===== config.mk =====
export PLATFORM = sky130hd
export DESIGN_NAME = iso_rx_lane_deframer
export DESIGN_NICKNAME = d
export VERILOG_FILES = /design/src/rtl/iso_rx_pkg.sv /design/src/rtl/iso_rx_hdr_capture.sv /design/src/rtl/iso_rx_lane_deframer.sv
export SDC_FILE = /design/constraint.sdc
export NUM_CORES = 1
export LEC_CHECK = 0
export BUFFER_PORTS_ARGS = -buffer_cell sky130_fd_sc_hd__buf_2
export CAP_MARGIN = 20
export CORE_ASPECT_RATIO = 1.5
export CORE_MARGIN = 2
export CORE_UTILIZATION = 30
export CTS_CLUSTER_SIZE = 24
export DETAILED_ROUTE_END_ITERATION = 12
export PLACE_DENSITY_LB_ADDON = 0.3
export SYNTH_ARGS = -nofsm -noshare
export SYNTH_HDL_FRONTEND = slang
export SYNTH_SLANG_ARGS = --single-unit

===== constraint.sdc =====
create_clock -name clk -period 2.4 [get_ports clk]
set_input_delay 0.12 -clock clk [delete_from_list [all_inputs] [get_ports clk]]
set_output_delay 0.12 -clock clk [all_outputs]
set_load 0.05 [all_outputs]

===== src/rtl/iso_rx_pkg.sv =====
// Shared definitions for the single-lane isochronous receive deframer.
package iso_rx_pkg;

  localparam logic [7:0] K_BS = 8'hBC;
  localparam logic [7:0] K_SR = 8'h1C;
  localparam logic [7:0] K_BE = 8'hFB;
  localparam logic [7:0] K_FS = 8'hFE;
  localparam logic [7:0] K_FE = 8'hF7;
  localparam logic [7:0] K_SS = 8'h5C;
  localparam logic [7:0] K_SE = 8'hFD;

  typedef enum logic [2:0] {
    ST_IDLE,
    ST_HDR,
    ST_BLANK,
    ST_ACTIVE,
    ST_FILL,
    ST_SDP
  } iso_rx_state_e;

  // Number of header copies carried on one lane: fewer lanes, more repetition.
  function automatic logic [2:0] rep_from_lane_count(input logic [1:0] lane_count);
    case (lane_count)
      2'b00:   rep_from_lane_count = 3'd4;
      2'b01:   rep_from_lane_count = 3'd2;
      default: rep_from_lane_count = 3'd1;
    endcase
  endfunction

endpackage


===== src/rtl/iso_rx_hdr_capture.sv =====
// Blanking-header capture: latches the first {VB-ID, Mvid, Maud} copy and
// compares all later copies against it.
module iso_rx_hdr_capture (
  input  logic       clk,
  input  logic       rst_n,
  input  logic       start,
  input  logic       capture,
  input  logic [7:0] data,
  input  logic [2:0] rep,
  output logic       done,
  output logic       mismatch,
  output logic [7:0] vbid,
  output logic [7:0] mvid,
  output logic [7:0] maud
);

  logic [1:0] fld_q;
  logic [1:0] copy_q;
  logic [7:0] vbid_q;
  logic [7:0] mvid_q;
  logic [7:0] maud_q;
  logic       mis_q;
  logic [7:0] stored;
  logic       first_copy;

  // Outputs include the symbol being captured this cycle, so the top can
  // load the fields on the same clock as the final header symbol.
  always_comb begin
    first_copy = (copy_q == 2'd0);
    case (fld_q)
      2'd0:    stored = vbid_q;
      2'd1:    stored = mvid_q;
      default: stored = maud_q;
    endcase
    done     = capture && (fld_q == 2'd2) && ({1'b0, copy_q} == rep - 3'd1);
    mismatch = mis_q | (capture && !first_copy && (data != stored));
    vbid     = (capture && first_copy && fld_q == 2'd0) ? data : vbid_q;
    mvid     = (capture && first_copy && fld_q == 2'd1) ? data : mvid_q;
    maud     = (capture && first_copy && fld_q == 2'd2) ? data : maud_q;
  end

  // Field/copy index tracking, first-copy storage and sticky mismatch.
  always_ff @(posedge clk or negedge rst_n) begin
    if (!rst_n) begin
      fld_q  <= '0;
      copy_q <= '0;
      vbid_q <= '0;
      mvid_q <= '0;
      maud_q <= '0;
      mis_q  <= 1'b0;
    end else if (start) begin
      fld_q  <= '0;
      copy_q <= '0;
      mis_q  <= 1'b0;
    end else if (capture) begin
      mis_q  <= mismatch;
      vbid_q <= vbid;
      mvid_q <= mvid;
      maud_q <= maud;
      if (fld_q == 2'd2) begin
        fld_q  <= '0;
        copy_q <= copy_q + 2'd1;
      end else begin
        fld_q <= fld_q + 2'd1;
      end
    end
  end

endmodule


===== src/rtl/iso_rx_lane_deframer.sv =====
// Sink-side single-lane isochronous deframer: framing recovery, header
// capture and separation of pixel and secondary-packet bytes.
module iso_rx_lane_deframer
  import iso_rx_pkg::*;
#(
  parameter int unsigned BYTE_CNT_W = 16
) (
  input  logic                  clk,
  input  logic                  rst_n,
  input  logic [1:0]            td_lane_count,
  input  logic [7:0]            iso_symbols,
  input  logic                  iso_control_sym_flag,
  output logic [7:0]            rx_pixel_byte,
  output logic                  rx_pixel_vld,
  output logic [7:0]            rx_sdp_byte,
  output logic                  rx_sdp_vld,
  output logic [7:0]            rx_vbid,
  output logic [7:0]            rx_mvid,
  output logic [7:0]            rx_maud,
  output logic                  rx_hdr_vld,
  output logic                  rx_line_end,
  output logic [BYTE_CNT_W-1:0] rx_line_bytes,
  output logic                  rx_locked,
  output logic                  rx_err
);

  iso_rx_state_e         state;
  logic [2:0]            rep_q;
  logic [BYTE_CNT_W-1:0] cnt_q;
  logic                  is_k;
  logic                  is_bs;
  logic                  bad_k;
  logic                  hdr_capture;
  logic                  hdr_done;
  logic                  hdr_mis;
  logic [7:0]            hdr_vbid;
  logic [7:0]            hdr_mvid;
  logic [7:0]            hdr_maud;

  // Symbol classification; bad_k flags any K that is not legal in the current state.
  always_comb begin
    is_k        = iso_control_sym_flag;
    is_bs       = is_k && (iso_symbols == K_BS || iso_symbols == K_SR);
    hdr_capture = (state == ST_HDR) && !is_k;
    bad_k       = 1'b0;
    if (is_k && !is_bs) begin
      case (state)
        ST_IDLE:   bad_k = 1'b0;
        ST_BLANK:  bad_k = !(iso_symbols == K_BE || iso_symbols == K_SS);
        ST_ACTIVE: bad_k = (iso_symbols != K_FS);
        ST_FILL:   bad_k = (iso_symbols != K_FE);
        ST_SDP:    bad_k = (iso_symbols != K_SE);
        default:   bad_k = 1'b1;
      endcase
    end
  end

  iso_rx_hdr_capture u_hdr (
    .clk      (clk),
    .rst_n    (rst_n),
    .start    (is_bs),
    .capture  (hdr_capture),
    .data     (iso_symbols),
    .rep      (rep_q),
    .done     (hdr_done),
    .mismatch (hdr_mis),
    .vbid     (hdr_vbid),
    .mvid     (hdr_mvid),
    .maud     (hdr_maud)
  );

  // Deframing FSM with byte counter and registered outputs.
  // BS/SR is handled ahead of the per-state case because it restarts the
  // header from every state; only its side effects differ per state.
  always_ff @(posedge clk or negedge rst_n) begin
    if (!rst_n) begin
      state         <= ST_IDLE;
      rep_q         <= '0;
      cnt_q         <= '0;
      rx_pixel_byte <= '0;
      rx_pixel_vld  <= 1'b0;
      rx_sdp_byte   <= '0;
      rx_sdp_vld    <= 1'b0;
      rx_vbid       <= '0;
      rx_mvid       <= '0;
      rx_maud       <= '0;
      rx_hdr_vld    <= 1'b0;
      rx_line_end   <= 1'b0;
      rx_line_bytes <= '0;
      rx_locked     <= 1'b0;
      rx_err        <= 1'b0;
    end else begin
      rx_pixel_vld <= 1'b0;
      rx_sdp_vld   <= 1'b0;
      rx_hdr_vld   <= 1'b0;
      rx_line_end  <= 1'b0;
      rx_err       <= 1'b0;
      if (is_bs) begin
        state <= ST_HDR;
        rep_q <= rep_from_lane_count(td_lane_count);
        if (state == ST_ACTIVE || state == ST_FILL) begin
          rx_line_end   <= 1'b1;
          rx_line_bytes <= cnt_q;
        end
        if (state == ST_SDP) rx_err <= 1'b1;
      end else if (bad_k) begin
        state     <= ST_IDLE;
        rx_err    <= 1'b1;
        rx_locked <= 1'b0;
      end else begin
        case (state)
          ST_HDR: begin
            if (hdr_done) begin
              state      <= ST_BLANK;
              rx_vbid    <= hdr_vbid;
              rx_mvid    <= hdr_mvid;
              rx_maud    <= hdr_maud;
              rx_hdr_vld <= 1'b1;
              rx_locked  <= 1'b1;
              rx_err     <= hdr_mis;
            end
          end
          ST_BLANK: begin
            if (is_k && iso_symbols == K_SS) begin
              state <= ST_SDP;
            end else if (is_k && !(rx_vbid[0] || rx_vbid[3])) begin
              state <= ST_ACTIVE;
              cnt_q <= '0;
            end
          end
          ST_ACTIVE: begin
            if (is_k) begin
              state <= ST_FILL;
            end else begin
              rx_pixel_byte <= iso_symbols;
              rx_pixel_vld  <= 1'b1;
              if (cnt_q != '1) cnt_q <= cnt_q + BYTE_CNT_W'(1);
            end
          end
          ST_FILL: begin
            if (is_k) state <= ST_ACTIVE;
          end
          ST_SDP: begin
            if (is_k) begin
              state <= ST_BLANK;
            end else begin
              rx_sdp_byte <= iso_symbols;
              rx_sdp_vld  <= 1'b1;
            end
          end
          default: ;
        endcase
      end
    end
  end

endmodule

==> flow_metrics.tcl <==
set metrics [dict create \
    endpoint_kind "flip-flop" \
    min-delay-path-class "in2reg" \
    preCtsSetupSlack_ns 0.1282 \
    syn-num-nets 455 \
    critPathBufInv 1 \
    p_leak_nw 3.266 \
    grt_max_degree 54 \
    yosysTopAreaCell "dfrtp_1" \
    max_freq_mhz 436.9 \
    dieHeight_um 166.2 \
    synth_cells 439 \
    place.gp.congestion 0.8218 \
    synth_edf_count 0 \
    cpMostUsedCell "mux2_2" \
    fin_setup_tns_ns 0 \
    drive_above_1_share 0.4123 \
    wl_per_cell_um 16.46 \
    grt_pass1_vias 4106 \
    clock_latency_ns 0.41 \
    antenna_found_initial 0 \
    hpwl_um 9146 \
    dpl_cell_area_um2 6005 \
    grt_pass1_wl_um 21240 \
    fillers 1718 \
    multiInputGateArea_um2 2245 \
    initial_core_util 0.3044 \
    async_flop_share 1.000 \
    ys_types 53 \
    synth-seq-cells 113 \
    post_cts_resized 0 \
    status "finished clean" \
    peakVddDrop_uv 534.8 \
    fp.coreArea_um2 17270 \
    yosysWarningCount 0 \
    period_minus_slack_ns 2.289 \
    synth_area_um2 5259 \
    cpLargestDelayFamily "simple AND/OR/NAND/NOR gates" \
    cts_max_level 4 \
    finClkSkew_ns 0.01125 \
    whs_ns 0.03504 \
    crit_chain "or4b_4 -> nor3_1 -> and2_1 -> buf_12 -> mux2_2 -> mux2_2" \
    cp.required_ns 2.69 \
    relSlewSlack 0.7221 \
    power.density_nw_per_um2 1143 \
    crit_fanout 8 \
    clock_path_buffers 2 \
    cts.sinks 113 \
    final_core_utilization 0.3859 \
    clk_pin_slew_worst_paths_ns 0.06 \
    ant_nets 0 \
    place.port_buffers 74 \
    timing.final.ws_setup_ns 0.1111 \
    ys.flop_type "dfrtp_1" \
    worstMarginPinSlew_ns 0.4169 \
    cts_buffers 17 \
    setup_viol 0 \
    core.rowCount 59 \
    boundaryPins 75 \
    start_kind "flip-flop" \
    synthDominantCellAreaShare 0.5377 \
    hold_viol_final 0 \
    max_cap_violations 0 \
    layout_commonest_cell "dfrtp_1" \
    route.detailed.drc 0 \
    vias 3746 \
    grt.overflow.total 0 \
    ys_seq_area_frac 0.5377 \
    dr.pass1.iters 6 \
    track_usage 0.1412 \
    dieArea_um2 18630 \
    final_cell_mix "113 x dfrtp_1, 78 x mux2_2, 73 x buf_2" \
    n_antenna_cell 0 \
    synthTopCellsByArea "dfrtp_1 54%, mux2_2 17%, nand2_1 2.7%, o31ai_1 2.6%, o21ai_0 1.9%" \
    finalMaxSlewViolations 0 \
    fin_area_um2 6666 \
    viasPerCell 4.890 \
    wirelength_um 12610 \
    fin_nets 556 \
    critPathSlowestCell "or4b_4" \
    area_growth_pct 26.77 \
    rsz0062_at_grt "no" \
    period_share 0.9537 \
    cts_tree "yes" \
    cts_root_buf "clkbuf_16" \
    syn_area_per_cell_um2 11.98 \
    drtIter0Drc 164 \
    critPathKind "reg2reg" \
    cp_data_arrival_time_ns 2.58 \
    fp.dieW_um 112.1 \
    register_area_um2 2828 \
    cpPeakStageDelay_ns 0.60 \
]
==> synth_stat cells, drive strengths merged (2+ instances only) <==
| cell type | n |
|---|---|
| a21o | 2 |
| a21oi | 14 |
| a22o | 2 |
| a31oi | 6 |
| a32oi | 2 |
| and2 | 2 |
| and3 | 4 |
| and3b | 2 |
| and4 | 2 |
| buf | 16 |
| clkbuf | 10 |
| dfrtp | 113 |
| ha | 3 |
| inv | 8 |
| mux2 | 79 |
| mux2i | 8 |
| nand2 | 39 |
| nand2b | 6 |
| nand3 | 11 |
| nand3b | 2 |
| nand4 | 5 |
| nor2 | 20 |
| nor2b | 3 |
| nor3 | 5 |
| nor3b | 3 |
| nor4 | 4 |
| o21ai | 20 |
| o22ai | 2 |
| o31ai | 18 |
| or2 | 3 |
| xnor2 | 4 |
| xor2 | 10 |
==> worst paths after layout <==
path | from | to | slack [ns] | depth (start not counted)
max reg2reg | state[2]$_DFFE_PN0P_ | rx_vbid[6]$_DFFE_PN0P_ | 0.11 | 6
min | iso_symbols[4] | rx_pixel_byte[4]$_DFFE_PN0P_ | 0.04 | 2
max | state[2]$_DFFE_PN0P_ | rx_vbid[6]$_DFFE_PN0P_ | 0.11 | 6
max in group asynchronous | rst_n | rx_line_bytes[2]$_DFFE_PN0P_ | 1.44 | 3
min reg2reg | u_hdr.mis_q$_DFFE_PN0P_ | u_hdr.mis_q$_DFFE_PN0P_ | 0.49 | 1
min in group asynchronous | rst_n | rx_mvid[6]$_DFFE_PN0P_ | 0.19 | 2
==> flip-flops by register name, indices dropped and copies added (netlist names), 2 cells and up <==
| register | cells |
|---|---|
| u_hdr.maud_q | 8 |
| u_hdr.fld_q | 2 |
| rx_sdp_byte | 8 |
| state | 3 |
| cnt_q | 16 |
| u_hdr.vbid_q | 8 |
| rx_pixel_byte | 8 |
| u_hdr.mvid_q | 8 |
| u_hdr.copy_q | 2 |
| rx_mvid | 8 |
| rx_line_bytes | 16 |
| rx_vbid | 8 |
| rep_q | 3 |
| rx_maud | 8 |
==> through the flow <==
stage	total power, W	std cells
2_1_floorplan	0.004356	439
3_3_place_gp	0.004963	730
3_5_place_dp	0.005028	730
4_1_cts	0.007699	766
5_1_grt	0.008024	766
6_report	0.007621	766
==> layout make-up <==
cell class                      instances  area share
Sequential cell                       113      0.4242
Timing Repair Buffer                  108      0.1014
Inverter                                8    0.004505
Clock inverter                         15     0.02947
Multi-Input combinational cell        292      0.3367
Clock buffer                           17     0.06381
Tap cell                              213     0.03998
==> where the power goes <==
part / internal [W] / switching [W]
Sequential: 0.00233 / 0.000270
Clock: 0.00167 / 0.000964
Combinational: 0.000865 / 0.00152
==> per-layer routing <==
layer	track usage	vias to the layer above	part of all wire
met2	0.2538	89	0.54
li1	-	1794	-
met5	0	-	0
met3	0.03285	23	0.033
met4	0.05673	0	0.026
met1	0.1599	1840	0.40
==> cells by family after synthesis <==
kind of cell | after synthesis | share of synthesized area
muxes | 87 | 0.1851
buffers and inverters | 34 | 0.03545
adders and majority gates | 3 | 0.007139
and+or+nand+nor | 115 | 0.1168
xor gates and xnor gates | 14 | 0.02332
DFF | 113 | 0.5377
AOI/OAI and AO/OA | 73 | 0.09446
==> repair_timing <==
item                                    in CTS  in global routing
endpoints found under the hold margin       30                  0
hold buffers                                 4                  0
endpoints found under the setup margin       0                  0
buffers inserted                             0                  0
Note: power is estimated with default switching activity, not from simulation.
